--- src/rtl/nav_pkg.sv ---
// Shared navigation constants: motion state codes and turn-direction encoding.
package nav_pkg;

  typedef enum logic [3:0] {
    ST_IDLE   = 4'b0000,
    ST_FWD    = 4'b0001,
    ST_DECIDE = 4'b0010,
    ST_EXIT   = 4'b0011,
    ST_GAP    = 4'b0100,
    ST_TURN_L = 4'b0111,
    ST_TURN_R = 4'b1001,
    ST_FAULT  = 4'b1111
  } nav_state_t;

  localparam logic LR_LEFT  = 1'b0;
  localparam logic LR_RIGHT = 1'b1;

  // Non-turn gap between the two halves of a U-turn
  localparam int unsigned GAP_MS = 2;

  function automatic logic is_turn(input nav_state_t s);
    return (s == ST_TURN_L) || (s == ST_TURN_R);
  endfunction

endpackage

--- src/rtl/nav_timer.sv ---
// Saturating state-dwell counter with synchronous clear and limit compare.
module nav_timer #(
  parameter int CNT_W = 12
) (
  input  logic             clk_ms,
  input  logic             rst_n,
  input  logic             clr,
  input  logic [CNT_W-1:0] limit,
  output logic             expired
);

  logic [CNT_W-1:0] cnt;

  // Count cycles spent in the current state; hold at all-ones instead of wrapping
  always_ff @(posedge clk_ms or negedge rst_n) begin
    if (!rst_n) begin
      cnt <= '0;
    end else if (clr) begin
      cnt <= '0;
    end else if (cnt != '1) begin
      cnt <= cnt + CNT_W'(1);
    end
  end

  // limit is the index of the last cycle the state may occupy
  assign expired = (cnt >= limit);

endmodule

--- src/rtl/auto_nav_ctrl.sv ---
// Autonomous navigation sequencer: junction detection, settle, decide, turn, exit.
module auto_nav_ctrl
  import nav_pkg::*;
#(
  parameter int SETTLE_MS       = 200,
  parameter int EXIT_MS         = 500,
  parameter int TURN_TIMEOUT_MS = 2000,
  parameter int CNT_W           = 12
) (
  input  logic       clk_ms,
  input  logic       rst_n,
  input  logic       enable,
  input  logic       front_detector,
  input  logic       left_detector,
  input  logic       right_detector,
  input  logic       finish_turning,
  output logic [3:0] state,
  output logic       left_right,
  output logic       move_forward,
  output logic       brake,
  output logic       fault
);

  localparam logic [CNT_W-1:0] SETTLE_LIM = CNT_W'(SETTLE_MS - 1);
  localparam logic [CNT_W-1:0] EXIT_LIM   = CNT_W'(EXIT_MS - 1);
  localparam logic [CNT_W-1:0] TURN_LIM   = CNT_W'(TURN_TIMEOUT_MS - 1);
  localparam logic [CNT_W-1:0] GAP_LIM    = CNT_W'(GAP_MS - 1);

  nav_state_t       st, nxt;
  logic             uturn, uturn_nxt;
  logic             clr, expired;
  logic [CNT_W-1:0] limit;

  nav_timer #(.CNT_W(CNT_W)) u_timer (
    .clk_ms  (clk_ms),
    .rst_n   (rst_n),
    .clr     (clr),
    .limit   (limit),
    .expired (expired)
  );

  // Next-state, U-turn flag and per-state timer limit
  always_comb begin
    nxt       = st;
    uturn_nxt = uturn;
    limit     = '1;
    case (st)
      ST_DECIDE:            limit = SETTLE_LIM;
      ST_GAP:               limit = GAP_LIM;
      ST_EXIT:              limit = EXIT_LIM;
      ST_TURN_L, ST_TURN_R: limit = TURN_LIM;
      default:              limit = '1;
    endcase

    if (!enable) begin
      nxt       = ST_IDLE;
      uturn_nxt = 1'b0;
    end else begin
      case (st)
        ST_IDLE: nxt = ST_FWD;
        ST_FWD: begin
          if (front_detector || !left_detector || !right_detector) nxt = ST_DECIDE;
        end
        ST_DECIDE: begin
          if (expired) begin
            if (!right_detector)      nxt = ST_TURN_R;
            else if (!front_detector) nxt = ST_EXIT;
            else if (!left_detector)  nxt = ST_TURN_L;
            else begin
              nxt       = ST_TURN_R;
              uturn_nxt = 1'b1;
            end
          end
        end
        ST_TURN_L, ST_TURN_R: begin
          // finish_turning takes priority over a coincident timeout
          if (finish_turning) begin
            if (uturn && (st == ST_TURN_R)) begin
              nxt       = ST_GAP;
              uturn_nxt = 1'b0;
            end else begin
              nxt = ST_EXIT;
            end
          end else if (expired) begin
            nxt       = ST_FAULT;
            uturn_nxt = 1'b0;
          end
        end
        ST_GAP:   if (expired) nxt = ST_TURN_R;
        ST_EXIT:  if (expired) nxt = ST_FWD;
        ST_FAULT: nxt = ST_FAULT;
        default:  nxt = ST_IDLE;
      endcase
    end
  end

  assign clr = (nxt != st) || !enable;

  // State, U-turn flag and outputs registered together, outputs decoded from next state
  always_ff @(posedge clk_ms or negedge rst_n) begin
    if (!rst_n) begin
      st           <= ST_IDLE;
      uturn        <= 1'b0;
      left_right   <= LR_LEFT;
      move_forward <= 1'b0;
      brake        <= 1'b0;
      fault        <= 1'b0;
    end else begin
      st           <= nxt;
      uturn        <= uturn_nxt;
      left_right   <= (nxt == ST_TURN_R) ? LR_RIGHT : LR_LEFT;
      move_forward <= (nxt == ST_FWD) || (nxt == ST_EXIT);
      brake        <= (nxt == ST_DECIDE) || (nxt == ST_GAP);
      fault        <= (nxt == ST_FAULT);
    end
  end

  assign state = st;

endmodule

--- config.mk ---
export PLATFORM = sky130hd
export DESIGN_NAME = auto_nav_ctrl
export DESIGN_NICKNAME = d
export VERILOG_FILES = /design/src/rtl/nav_pkg.sv /design/src/rtl/nav_timer.sv /design/src/rtl/auto_nav_ctrl.sv
export SDC_FILE = /design/constraint.sdc
export NUM_CORES = 1
export LEC_CHECK = 0
export CAP_MARGIN = 20
export CORE_MARGIN = 2
export CORE_UTILIZATION = 58
export CTS_CLUSTER_DIAMETER = 80
export DETAILED_ROUTE_END_ITERATION = 16
export PLACE_DENSITY = 0.8
export SLEW_MARGIN = 20
export SYNTH_ARGS = -nofsm -noshare
export SYNTH_HDL_FRONTEND = slang
export SYNTH_SLANG_ARGS = --single-unit
--- constraint.sdc ---
create_clock -name clk_ms -period 3.05 [get_ports clk_ms]
set_input_delay 0.305 -clock clk_ms [delete_from_list [all_inputs] [get_ports clk_ms]]
set_output_delay 0.305 -clock clk_ms [all_outputs]
set_load 0.01 [all_outputs]
==> impl_metrics.tcl <==
set metrics [dict create \
    final_cells 260 \
    fin_crit_ns 2.93 \
    core-area_um2 2980 \
    slew_headroom_pct 36.1 \
    die_h_um 59.2 \
    status "finished clean" \
    syn_inst 203 \
    slew_viol_final 0 \
    path_delay_family "compound AO/OA/AOI/OAI gates" \
    fin_crit_sh_pct 95.9 \
    hold_viol 0 \
    cts.path.max_buffers 2 \
    path_depth 13 \
    synthArstFlopShare_pct 100 \
    dieArea_um2 3500 \
    area_growth_syn_to_layout_pct 17.8 \
    ys_types 58 \
    start_kind "flip-flop" \
    p_leak_uw 0.000856 \
    wl_mm 4.82 \
    synth.avg_cell_area_um2 8.70 \
    synthTopCellsByArea "dfrtp_1 (30%), ha_1 (5.0%), nor2_1 (3.8%), nand2_1 (3.6%), nor2_2 (3.5%)" \
    synthSimpleGateAreaFrac_pct 31.1 \
    ir_worst_vdd_mv 0.423 \
    synth_flop_cell "dfrtp_1" \
    path_cells "buf_4, xnor2_1, nor3_1, ha_1, nand4_1, nor2_2, a21oi_1, o21ai_2, buf_2, a211oi_4, buf_4, o211ai_4, nor2_2" \
    cp-end-kind "flip-flop" \
    num_rows 20 \
    r2r_cells 13 \
    synth_top_family_by_area "simple AND/OR/NAND/NOR gates" \
    fmax_ghz 0.342 \
    p_switching_uw 502 \
    grt_max_degree 22 \
    synth_compound_area_share_pct 21.9 \
    yosysSeqAreaShare_pct 29.7 \
    r2r_start "state[1]$_DFF_PN0_" \
    die_w_um 59.2 \
    synth_edf_count 0 \
    grt_pass1_wl_mm 7.31 \
    pin_count 15 \
    grt_pass1_vias 1549 \
    drive_above_1_share_pct 22.0 \
    ys_warn_count 0 \
    yosys.area.top_type "dfrtp_1" \
    synth.net_count 217 \
    met1_usage_pct 35.8 \
    pwr_density_cell_nw_per_um2 546 \
    ant_nets 0 \
    ys_seq_elements 21 \
    first_pass_iters 4 \
    dp_slack_ns -0.0789 \
    grt_use_total_pct 27.2 \
    worstMarginPinSlew_ns 0.956 \
    combPwrFrac_pct 56.4 \
    met3_usage_pct 3.93 \
    slowest_stage "dfrtp_2" \
    required_ns 3.30 \
    crit_start "state[1]$_DFF_PN0_" \
    cts_sinks 21 \
    drv_cap 0 \
    arrival_ns 3.18 \
    initial_core_util_pct 59.3 \
    antenna_cells 0 \
    via_count 1762 \
    use_met2_pct 44.9 \
    post_synth_fa_ha_maj_area_fraction_pct 4.96 \
    hp-class "input pin to async pin" \
    clk-insertion-delay-late_ns 0.31 \
    p_int_uw 634 \
    cts_buffers 3 \
    p_seq_share_pct 31.6 \
    worstSetupEndpoint "u_timer.cnt[9]$_DFFE_PN0P_" \
    p_sw_share_pct 44.2 \
    busiest_layer "met2" \
    clk_pin_slew_ns 0.12 \
    nFillCells 236 \
    r2r_end "u_timer.cnt[9]$_DFFE_PN0P_" \
    cts_root_buf "clkbuf_4" \
    crit_fanout 6 \
    synth.top_cell.area_share_pct 29.7 \
    drc 0 \
    htreeDepth 1 \
    critPathMaxStageDelay_ns 0.46 \
    synth_xor_xnor_area_share_pct 4.96 \
    skew_ns 0.00368 \
    antenna_found_initial 0 \
    viasPerCell 6.78 \
    setup_ws_ns 0.125 \
    dp.cells 248 \
    r2r_setup_slack_ns 0.12 \
    drtIter0Drc 188 \
    hpwl_mm 3.34 \
    most-common-layout-cells "dfrtp_1 (18), nand2_1 (17), nor2_1 (17), buf_4 (15), clkdlybuf4s50_1 (14)" \
    crit_buf_inv 3 \
    portBuffers 14 \
    cts_tree "done" \
    overflow 0 \
    synthMuxAreaShare_pct 1.13 \
    finalSetupViolCount 0 \
    nets 242 \
    final_common_cell "dfrtp_1" \
    netlist_area_um2 1770 \
    clockPowerShare_pct 12.0 \
    finalWeightedCongestion 0.905 \
    criticalPathCategory "flip-flop to flip-flop" \
    wire_per_inst_um 18.5 \
]
## through the flow
stage	cell area [µm²]	hold slack (ns)	setup TNS [ns]	power, µW	util (%)
CTS	1980	0.528	0	1080	66.3
floorplan	1770	0.00941	0	758	-
finish	2080	0.517	0	1140	69.9
global route	2080	0.598	-0.402	1210	69.9
global placement	1940	0.591	0	910	65.1
detailed placement	1940	0.611	-0.476	935	65.1
## worst min-delay path by stage
stage,from,endpoint,slack [ns],depth (start not counted)
floorplan,rst_n,brake$_DFF_PN0_,0.009,0
global placement,uturn$_DFFE_PN0P_,uturn$_DFFE_PN0P_,0.59,2
detailed placement,uturn$_DFFE_PN0P_,uturn$_DFFE_PN0P_,0.61,2
CTS,rst_n,u_timer.cnt[11]$_DFFE_PN0P_,0.53,1
global route,rst_n,u_timer.cnt[11]$_DFFE_PN0P_,0.60,1
finish,rst_n,state[0]$_DFF_PN0_,0.52,1
## timing repair
| item | 4_1_cts | 5_1_grt |
|---|---|---|
| gates resized for setup | 1 | 10 |
| setup buffers | 0 | 6 |
| cloned | 0 | 2 |
| setup endpoints to repair | 12 | 15 |
| pin swaps | 0 | 4 |
| hold buffers | 0 | 0 |
| hold endpoints to repair | 0 | 0 |
## layer usage
layer,wire [µm],part of all wire (%)
met5,0,0
met4,165,3.4
met3,259,5.4
met2,2420,50
met1,1980,41
## power groups by stage
stage          combinational, µW  sequential, µW  clock (µW)
5_1_grt                      697             365         150
3_5_place_dp                 570             365           0
6_report                     641             359         136
2_1_floorplan                396             362           0
4_1_cts                      579             359         139
3_3_place_gp                 550             360           0
## logic make-up after synthesis
family	after synthesis
AO/OA/AOI/OAI	50
AND/OR/NAND/NOR	94
multiplexers	2
XOR/XNOR	10
flip-flops	21
adder cells (fa/ha/maj)	7
buffers and inverters	19
## cell type report
cell class / count / area (µm²) / share of cell area [%]
timing repair buffer: 31 / 269 / 12.9
clock inverter: 1 / 5.00 / 0.241
tap: 33 / 41.3 / 1.98
clock buffer: 3 / 22.5 / 1.08
inverter: 7 / 26.3 / 1.26
sequential: 21 / 529 / 25.4
multi-input combinational: 164 / 1190 / 57.1
## sequential cells by signal (all words and copies together) (netlist names)
register,count
state,4
brake,1
move_forward,1
uturn,1
fault,1
u_timer.cnt,12
left_right,1
## synthesized netlist by cell type, drive strengths merged, types with 3 or more instances
cell type / number
nand2: 17
nor2: 28
ha: 7
nand3b: 5
inv: 7
o21ai: 11
clkbuf: 3
xnor2: 5
a21oi: 8
xor2: 5
and3: 3
a21boi: 4
nand3: 8
nor3: 6
nor4b: 5
buf: 9
nor2b: 3
o211ai: 6
a211oi: 3
nor3b: 3
dfrtp: 21
nand4: 7
Power figures use the tool's default switching activity.
